<file path="src/rtl/lc3b_types.sv">
// LC-3b shared types: memory words, write masks and the
// memory arbiter's state, grant and request bundle.
package lc3b_types;

  typedef logic [15:0] lc3b_word;
  typedef logic [1:0]  lc3b_mem_wmask;

  typedef enum logic [1:0] {
    S_IDLE,
    S_SERVE_I,
    S_SERVE_D,
    S_RELEASE
  } lc3b_arb_state;

  typedef enum logic {
    ARB_I,
    ARB_D
  } lc3b_arb_grant;

  typedef struct packed {
    logic          read;
    logic          write;
    lc3b_word      address;
    lc3b_word      wdata;
    lc3b_mem_wmask byte_enable;
  } lc3b_mem_req_t;

  localparam lc3b_mem_wmask MASK_ALL = 2'b11;

endpackage

</file>
<file path="src/rtl/mem_arb_mux.sv">
// 2:1 steering of a memory request bundle by grant; idle
// output is a quiet port with a full byte mask.
module mem_arb_mux
  import lc3b_types::*;
(
  input  lc3b_mem_req_t i_req,
  input  lc3b_mem_req_t d_req,
  input  lc3b_arb_grant grant,
  input  logic          en,
  output lc3b_mem_req_t mem_req
);

  lc3b_mem_req_t sel;

  assign sel = (grant == ARB_I) ? i_req : d_req;

  always_comb begin
    mem_req             = '0;
    mem_req.byte_enable = MASK_ALL;
    if (en) begin
      mem_req = sel;
      // read+write together is illegal; the write wins
      mem_req.read = sel.read & ~sel.write;
    end
  end

endmodule

</file>
<file path="src/rtl/mem_arbiter.sv">
// I/D memory port arbiter, one transaction in flight.
// Define MEM_ARB_RR_EN for round-robin tie breaking.
module mem_arbiter
  import lc3b_types::*;
#(
  parameter int STARVE_LIMIT = 4
) (
  input  logic          clk,
  input  logic          rst,
  input  logic          i_read,
  input  logic          i_write,
  input  lc3b_word      i_address,
  input  lc3b_word      i_wdata,
  input  lc3b_mem_wmask i_byte_enable,
  output lc3b_word      i_rdata,
  output logic          i_resp,
  input  logic          d_read,
  input  logic          d_write,
  input  lc3b_word      d_address,
  input  lc3b_word      d_wdata,
  input  lc3b_mem_wmask d_byte_enable,
  output lc3b_word      d_rdata,
  output logic          d_resp,
  output logic          mem_read,
  output logic          mem_write,
  output lc3b_word      mem_address,
  output lc3b_word      mem_wdata,
  output lc3b_mem_wmask mem_byte_enable,
  input  lc3b_word      mem_rdata,
  input  logic          mem_resp,
  output logic          busy
);

  lc3b_arb_state state, state_d;
  lc3b_arb_grant grant;
  lc3b_mem_req_t i_req, d_req, m_req;
  logic req_i, req_d, tie, tie_to_i;
  logic grant_i, grant_d, serve;

  assign req_i = i_read | i_write;
  assign req_d = d_read | d_write;
  assign tie   = req_i & req_d;

`ifdef MEM_ARB_RR_EN
  lc3b_arb_grant last_grant;

  assign tie_to_i = (last_grant == ARB_D);

  always_ff @(posedge clk) begin
    if (rst)          last_grant <= ARB_D;
    else if (grant_i) last_grant <= ARB_I;
    else if (grant_d) last_grant <= ARB_D;
  end
`else
  localparam int CW = $clog2(STARVE_LIMIT + 1);
  localparam logic [CW-1:0] LIM = CW'(STARVE_LIMIT);

  logic [CW-1:0] starve_cnt;

  assign tie_to_i = (starve_cnt == LIM);

  always_ff @(posedge clk) begin
    if (rst)
      starve_cnt <= '0;
    else if (grant_i)
      starve_cnt <= '0;
    else if (grant_d && tie && starve_cnt != LIM)
      starve_cnt <= starve_cnt + 1'b1;
  end
`endif

  always_ff @(posedge clk) begin
    if (rst) state <= S_IDLE;
    else     state <= state_d;
  end

  always_comb begin
    state_d = state;
    grant_i = 1'b0;
    grant_d = 1'b0;
    unique case (state)
      S_IDLE: begin
        grant_i = req_i & (~req_d | tie_to_i);
        grant_d = req_d & ~grant_i;
        if (grant_i)      state_d = S_SERVE_I;
        else if (grant_d) state_d = S_SERVE_D;
      end
      S_SERVE_I,
      S_SERVE_D: if (mem_resp) state_d = S_RELEASE;
      S_RELEASE: state_d = S_IDLE;
    endcase
  end

  assign serve = (state == S_SERVE_I) |
                 (state == S_SERVE_D);
  assign grant = (state == S_SERVE_I) ? ARB_I : ARB_D;

  assign i_req = '{read: i_read, write: i_write,
                   address: i_address, wdata: i_wdata,
                   byte_enable: i_byte_enable};
  assign d_req = '{read: d_read, write: d_write,
                   address: d_address, wdata: d_wdata,
                   byte_enable: d_byte_enable};

  mem_arb_mux u_mux (
    .i_req   (i_req),
    .d_req   (d_req),
    .grant   (grant),
    .en      (serve),
    .mem_req (m_req)
  );

  assign mem_read        = m_req.read;
  assign mem_write       = m_req.write;
  assign mem_address     = m_req.address;
  assign mem_wdata       = m_req.wdata;
  assign mem_byte_enable = m_req.byte_enable;

  assign busy    = serve;
  assign i_resp  = (state == S_SERVE_I) & mem_resp;
  assign d_resp  = (state == S_SERVE_D) & mem_resp;
  assign i_rdata = mem_rdata;
  assign d_rdata = mem_rdata;

  always_ff @(posedge clk) begin
    if (!rst) begin
      assert (!(i_read && i_write))
        else $warning("mem_arbiter: i_read and i_write both high");
      assert (!(d_read && d_write))
        else $warning("mem_arbiter: d_read and d_write both high");
    end
  end

endmodule

</file>
<file path="config.mk">
export PLATFORM = sky130hd
export DESIGN_NAME = mem_arbiter
export DESIGN_NICKNAME = d
export VERILOG_FILES = /design/src/rtl/lc3b_types.sv /design/src/rtl/mem_arb_mux.sv /design/src/rtl/mem_arbiter.sv
export SDC_FILE = /design/constraint.sdc
export NUM_CORES = 1
export LEC_CHECK = 0
export ABC_AREA = 1
export CAP_MARGIN = 15
export CELL_PAD_IN_SITES_DETAIL_PLACEMENT = 1
export CELL_PAD_IN_SITES_GLOBAL_PLACEMENT = 2
export CORE_MARGIN = 2
export CORE_UTILIZATION = 10
export DETAILED_ROUTE_END_ITERATION = 12
export GPL_TIMING_DRIVEN = 0
export PLACE_DENSITY_LB_ADDON = 0.05
export SYNTH_ARGS = -nofsm -noshare
export SYNTH_HDL_FRONTEND = slang
export SYNTH_SLANG_ARGS = --single-unit
</file>
<file path="constraint.sdc">
create_clock -name clk -period 2.8 [get_ports clk]
set_clock_uncertainty 0.2 [all_clocks]
set_input_delay 0.42 -clock clk [delete_from_list [all_inputs] [get_ports clk]]
set_output_delay 0.42 -clock clk [all_outputs]
set_load 0.02 [all_outputs]
</file>
# == Yosys cells after proc, flatten, opt, wreduce, memory -nomap -nowiden ==
# Cells that the tools add are included.
# totals
output_inout_bits,71
register_bits,5
# op_classes
n_bitwise,13
muxes,8
n_eq_ne,7
n_addsub,1
reduce_logical,6
# ops
operator,count
$mux W36,2
$and A1 B1 Y1,6
$mux W2,3
$ne A3 B3 Y1 const B,2
$pmux W2 S3,1
$eq A2 B2 Y1 const B,2
$or A1 B1 Y1,4
$reduce_or A2 Y1,2
$add A3 B1 Y3 const B,1
$eq A3 B3 Y1 const B,1
$not A1 Y1,3
$eq A2 B1 Y1 const B,1
$logic_and A1 B1 Y1,2
$logic_not A2 Y1,1
$mux W1,2
$ne A2 B2 Y1 const B,1
$reduce_and A2 Y1,1

# == Depth between registers and ports, before layout ==
# Gate-level depths: netlist of run 1.
# depth
word_depth,9
depth_mapped,9
mapped_depth_nobuf,9

# == Cells and area by module ==
# From an unflattened synthesis of run 1, not the netlist that was laid out.
# unflattened
hier_cells,214
hier_area_um2,1199.9
# by_module_without_submodules
module,cells_per_inst,area_each_um2,seq_area_each_um2,instances
mem_arbiter,91,619.3,100.1,1
mem_arb_mux,123,580.6,0.0,1

# == Worst setup path after synthesis of run 1 ==
# OpenSTA, ideal clock, no wires.
# synth_path
path_type,register to output
from,register state[1]
to,output port mem_wdata[1]
slack_ns,0.693
stages_incl_launch_ff,7
arrival_ns,1.487
required_time_ns,2.180
path_cell_list,dfxtp_1 -> inv_1 -> ha_1 -> buf_6 -> buf_2 -> o21ai_0 -> nor2_1
# synth_via
elab_chain_cells,3
elab_cells_between_ends,5
classes_between,eq/ne: 2; mux: 2; bitwise: 1
# synth_rtl
element,line_no,rtl
start: declaration,mem_arbiter.sv:34,"lc3b_arb_state state, state_d;"
start signal: assignment,mem_arbiter.sv:74,else state <= state_d;
$eq A2 B1 Y1 or $eq A2 B2 Y1 (tied branches),"mem_arbiter.sv:94, mem_arbiter.sv:95",
$or A1 B1 Y1 *,mem_arbiter.sv:94,assign serve = (state == S_SERVE_I) |
via busy,mem_arbiter.sv:31,output logic busy
$mux W36 *,mem_arb_mux.sv:20,if (en) begin
end: declaration,mem_arbiter.sv:27,"output lc3b_word mem_wdata,"
# Mark *: on every way through the listed nets, which the timed path passes. The rest lies on a longest branch.

# == Worst setup path in the final report of run 1 ==
# layout_path
from,register state[1]
to,output port mem_wdata[14]
# layout_via
elab_chain_cells,3
elab_cells_between_ends,5
classes_between,eq/ne: 2; mux: 2; bitwise: 1
# layout_rtl
element,line_no
$eq A2 B1 Y1 or $eq A2 B2 Y1 (tied branches),"mem_arbiter.sv:94, mem_arbiter.sv:96, mem_arbiter.sv:95"
$mux W36 or $or A1 B1 Y1 (tied branches),"mem_arb_mux.sv:15, mem_arbiter.sv:94"
$mux W36 *,mem_arb_mux.sv:20
# Every way passes the cells marked *; elsewhere a longest branch is shown, timed or not.

==> impl_results.md, run 1 <==
- Fin cells: 494
- Fraction of layout instances using a drive strength above 1: 15.5%
- Crit path capture type: output port
- Initial Util: 10.4%
- Worst Path Required: 2180 ps
- Root Driver: clkbuf_16
- Ys Warns: 0
- Crit Reg-Reg Endpoint: state[0]
- Post-route ant nets: 0
- Post-CTS Hold Fix Bufs: 0
- Crit path max fanout: 10
- Layout Nets: 451
- Routed len/inst: 12.6 µm
- Status: completed
- First-pass GRT wire length: 9.68 mm
- Max Cap Viol: 0
- Fin crit period: 2650 ps
- Crit path from: state[1]
- Layout Utilization: 25.7%
- Total negative slack: 0 ps
- Synth area leader: buf_4
- Worst Path Arrival: 2030 ps
- Least-Margin Pin Slew: 458 ps
- Synth Register Bits: 5
- Synth top area cells: buf_4 23%, nor2_1 22%, o21ai_0 14%
- Largest net degree at the start of global routing: 11
- Worst Setup EP: mem_wdata[14]
- Post-synthesis sequential area ratio: 8.79%
- Commonest non-fill, non-tap cell in the layout: clkdlybuf4s50_1
- Share of the synthesized area in the top cell type: 23.1%
- Final period util: 94.8%
- Fmax achieved: 377 MHz
- Max_slew headroom: 69.5%
- R2R Path Start: state[1]
- Final hold slack: 295 ps
- R2R depth: 9
- DRT iter0 DRCs: 34
- Setup bufs post-CTS: 0
- PD cells: 858 nW/µm²
- Leakage: 1.36 nW
- Via count: 1792
- Die Ht: 111 µm
- Total inserted antenna cells: 0
- Clock Latency Late Sink: 230 ps
- Worst path cell trace: inv_1 -> ha_1 -> buf_4 -> inv_2 -> nor2_1 -> nor2_1 -> clkdlybuf4s50_1
- Depth of the CTS H-tree: 1
- DP Cell Count: 490
- Unrepaired setup endpoints after global routing: no
- GRT overflow: 0
- IO Port Bufs: 145
- CTS tree: done
- Row Count: 38
- Drt drc: 0
- Peak supply drop: 0.453 mV
- Syn nets: 301
- Max-slew violation count: 0
- Largest stage delay, worst path: 650 ps
- Clock sinks: 5
- R2R Setup Slk: 1060 ps
- Longest Clk Path Bufs: 2
- Antenna violations before repair: 0
- Post-Synthesis Cells: 205
- Area Overhead vs Synth: 148%
- CP Launch Type: flip-flop
- Setup violators final: 0
- Drt first pass iters: 3
- CTS Buf Count: 3
- Final Hold Fails: 0
- Die width: 111 µm
- Worst hold path class: flip-flop to flip-flop
- Mapped Area: 1140 µm²
- Slowest CP cell: clkdlybuf4s50_1
- Tot GR Track Use: 9.48%
- Commonest non-fill, non-tap cells in the layout: 112 x clkdlybuf4s50_1, 68 x nor2_1, 37 x buf_4, 32 x o21ai_0, 30 x dlygate4sd2_1
- Post-synth cell types: 24
- Syn avg cell area: 5.55 µm²
- Die footprint: 12300 µm²
- Final GP Congestion: 0.676
- Crit-path most repeated cell: nor2_1
- Final WL: 6.21 mm
- Vias in the first global route: 1801
- Core ar.: 11000 µm²
- Post-DP HPWL: 5.33 mm
- Reg clk slew, reported paths: 30 ps
- Crit path kind: flip-flop to output port
- # IOs: 162
- Drt via density: 3.63
[worst max-delay path: cells and delay by family, from the launching register on]
family / cells / cell delay [ps]
adders and majority gates: 1 / 210
buffers and inverters: 4 / 1060
DFF: 1 / 370
and+or+nand+nor: 2 / 170
[final cells by class]
| class | count | area, µm² |
|---|---|---|
| Fill cell | 1358 | 8160 |
| Timing Repair Buffer | 145 | 1420 |
| Multi-Input combinational cell | 145 | 683 |
| Buffer | 43 | 313 |
| Tap cell | 140 | 175 |
| Sequential cell | 5 | 100 |
| Clock buffer | 4 | 78.8 |
| Inverter | 12 | 47.5 |
[registers in the layout, indices dropped and copies added (netlist names)]
name / count
starve_cnt: 3
state: 2
[layer usage]
metal	routed length, µm	GRT usage (%)	up-vias
li1	-	-	909
met1	2850	12.5	796
met5	0	0	-
met2	2970	16.7	87
met3	393	1.80	0
met4	0	0.750	0
[cells in the mapped netlist, drive strengths merged]
| cell type | number |
|---|---|
| a21oi | 5 |
| dfxtp | 5 |
| nand4 | 1 |
| nor2 | 71 |
| o21ai | 33 |
| inv | 12 |
| nand2 | 23 |
| or2 | 1 |
| nand3 | 3 |
| mux2i | 1 |
| xor2 | 1 |
| nor3b | 1 |
| clkbuf | 1 |
| ha | 5 |
| buf | 42 |
[worst min path at each step]
| stage | from | end | slack, ps | depth (start not counted) |
|---|---|---|---|---|
| 2_1_floorplan | starve_cnt[1] | starve_cnt[1] | 250 | 2 |
| 3_3_place_gp | starve_cnt[0] | starve_cnt[0] | 280 | 2 |
| 3_5_place_dp | starve_cnt[1] | starve_cnt[1] | 300 | 2 |
| 4_1_cts | starve_cnt[1] | starve_cnt[1] | 300 | 2 |
| 5_1_grt | starve_cnt[2] | starve_cnt[2] | 320 | 2 |
| 6_report | starve_cnt[0] | starve_cnt[0] | 290 | 2 |
[power breakdown]
part / switching, W / internal, W
Sequential: 0.0000182 / 0.0000951
Clock: 0.0000491 / 0.000189
Combinational: 0.00124 / 0.000828
Total: 0.00131 / 0.00111
[logic make-up (layout without fill, tap and decap cells)]
kind of cell             Yosys count  count (layout)  synth area share [%]
AND/OR/NAND/NOR                  100             100                  35.8
multiplexers                       1               1                 0.879
flip-flops                         5               5                  8.79
adder cells (fa/ha/maj)            5               5                  5.49
AO/OA/AOI/OAI                     38              38                  17.0
buffers and inverters             55             204                  31.2
XOR/XNOR                           1               1                 0.769
[through the flow]
step	setup WS, ps	cell area [µm²]	power (W)
after floorplan	693	1140	0.00135
after global placement	116	2770	0.00244
after detailed placement	118	2770	0.00242
after CTS	44.3	2810	0.00248
after global routing	23.6	2820	0.00265
final	146	2820	0.00242
[what timing repair did]
item,4_1_cts,5_1_grt
gates resized for setup,32,3
pin swaps,0,0
setup endpoints to repair,31,3
Note: power is estimated with default switching activity, not from simulation.
==> run 2: changes to the inputs <==
--- a/config.mk
+++ b/config.mk
@@ -6,7 +6,6 @@
 export NUM_CORES = 1
 export LEC_CHECK = 0
 export ABC_AREA = 1
-export CAP_MARGIN = 15
 export CELL_PAD_IN_SITES_DETAIL_PLACEMENT = 1
 export CELL_PAD_IN_SITES_GLOBAL_PLACEMENT = 2
 export CORE_MARGIN = 2
@@ -14,6 +13,7 @@
 export DETAILED_ROUTE_END_ITERATION = 12
 export GPL_TIMING_DRIVEN = 0
 export PLACE_DENSITY_LB_ADDON = 0.05
+export SLEW_MARGIN = 5
 export SYNTH_ARGS = -nofsm -noshare
 export SYNTH_HDL_FRONTEND = slang
 export SYNTH_SLANG_ARGS = --single-unit
==> results of run 2 <==
No change in the layout: final DEF, timing and power equal those of run 1.
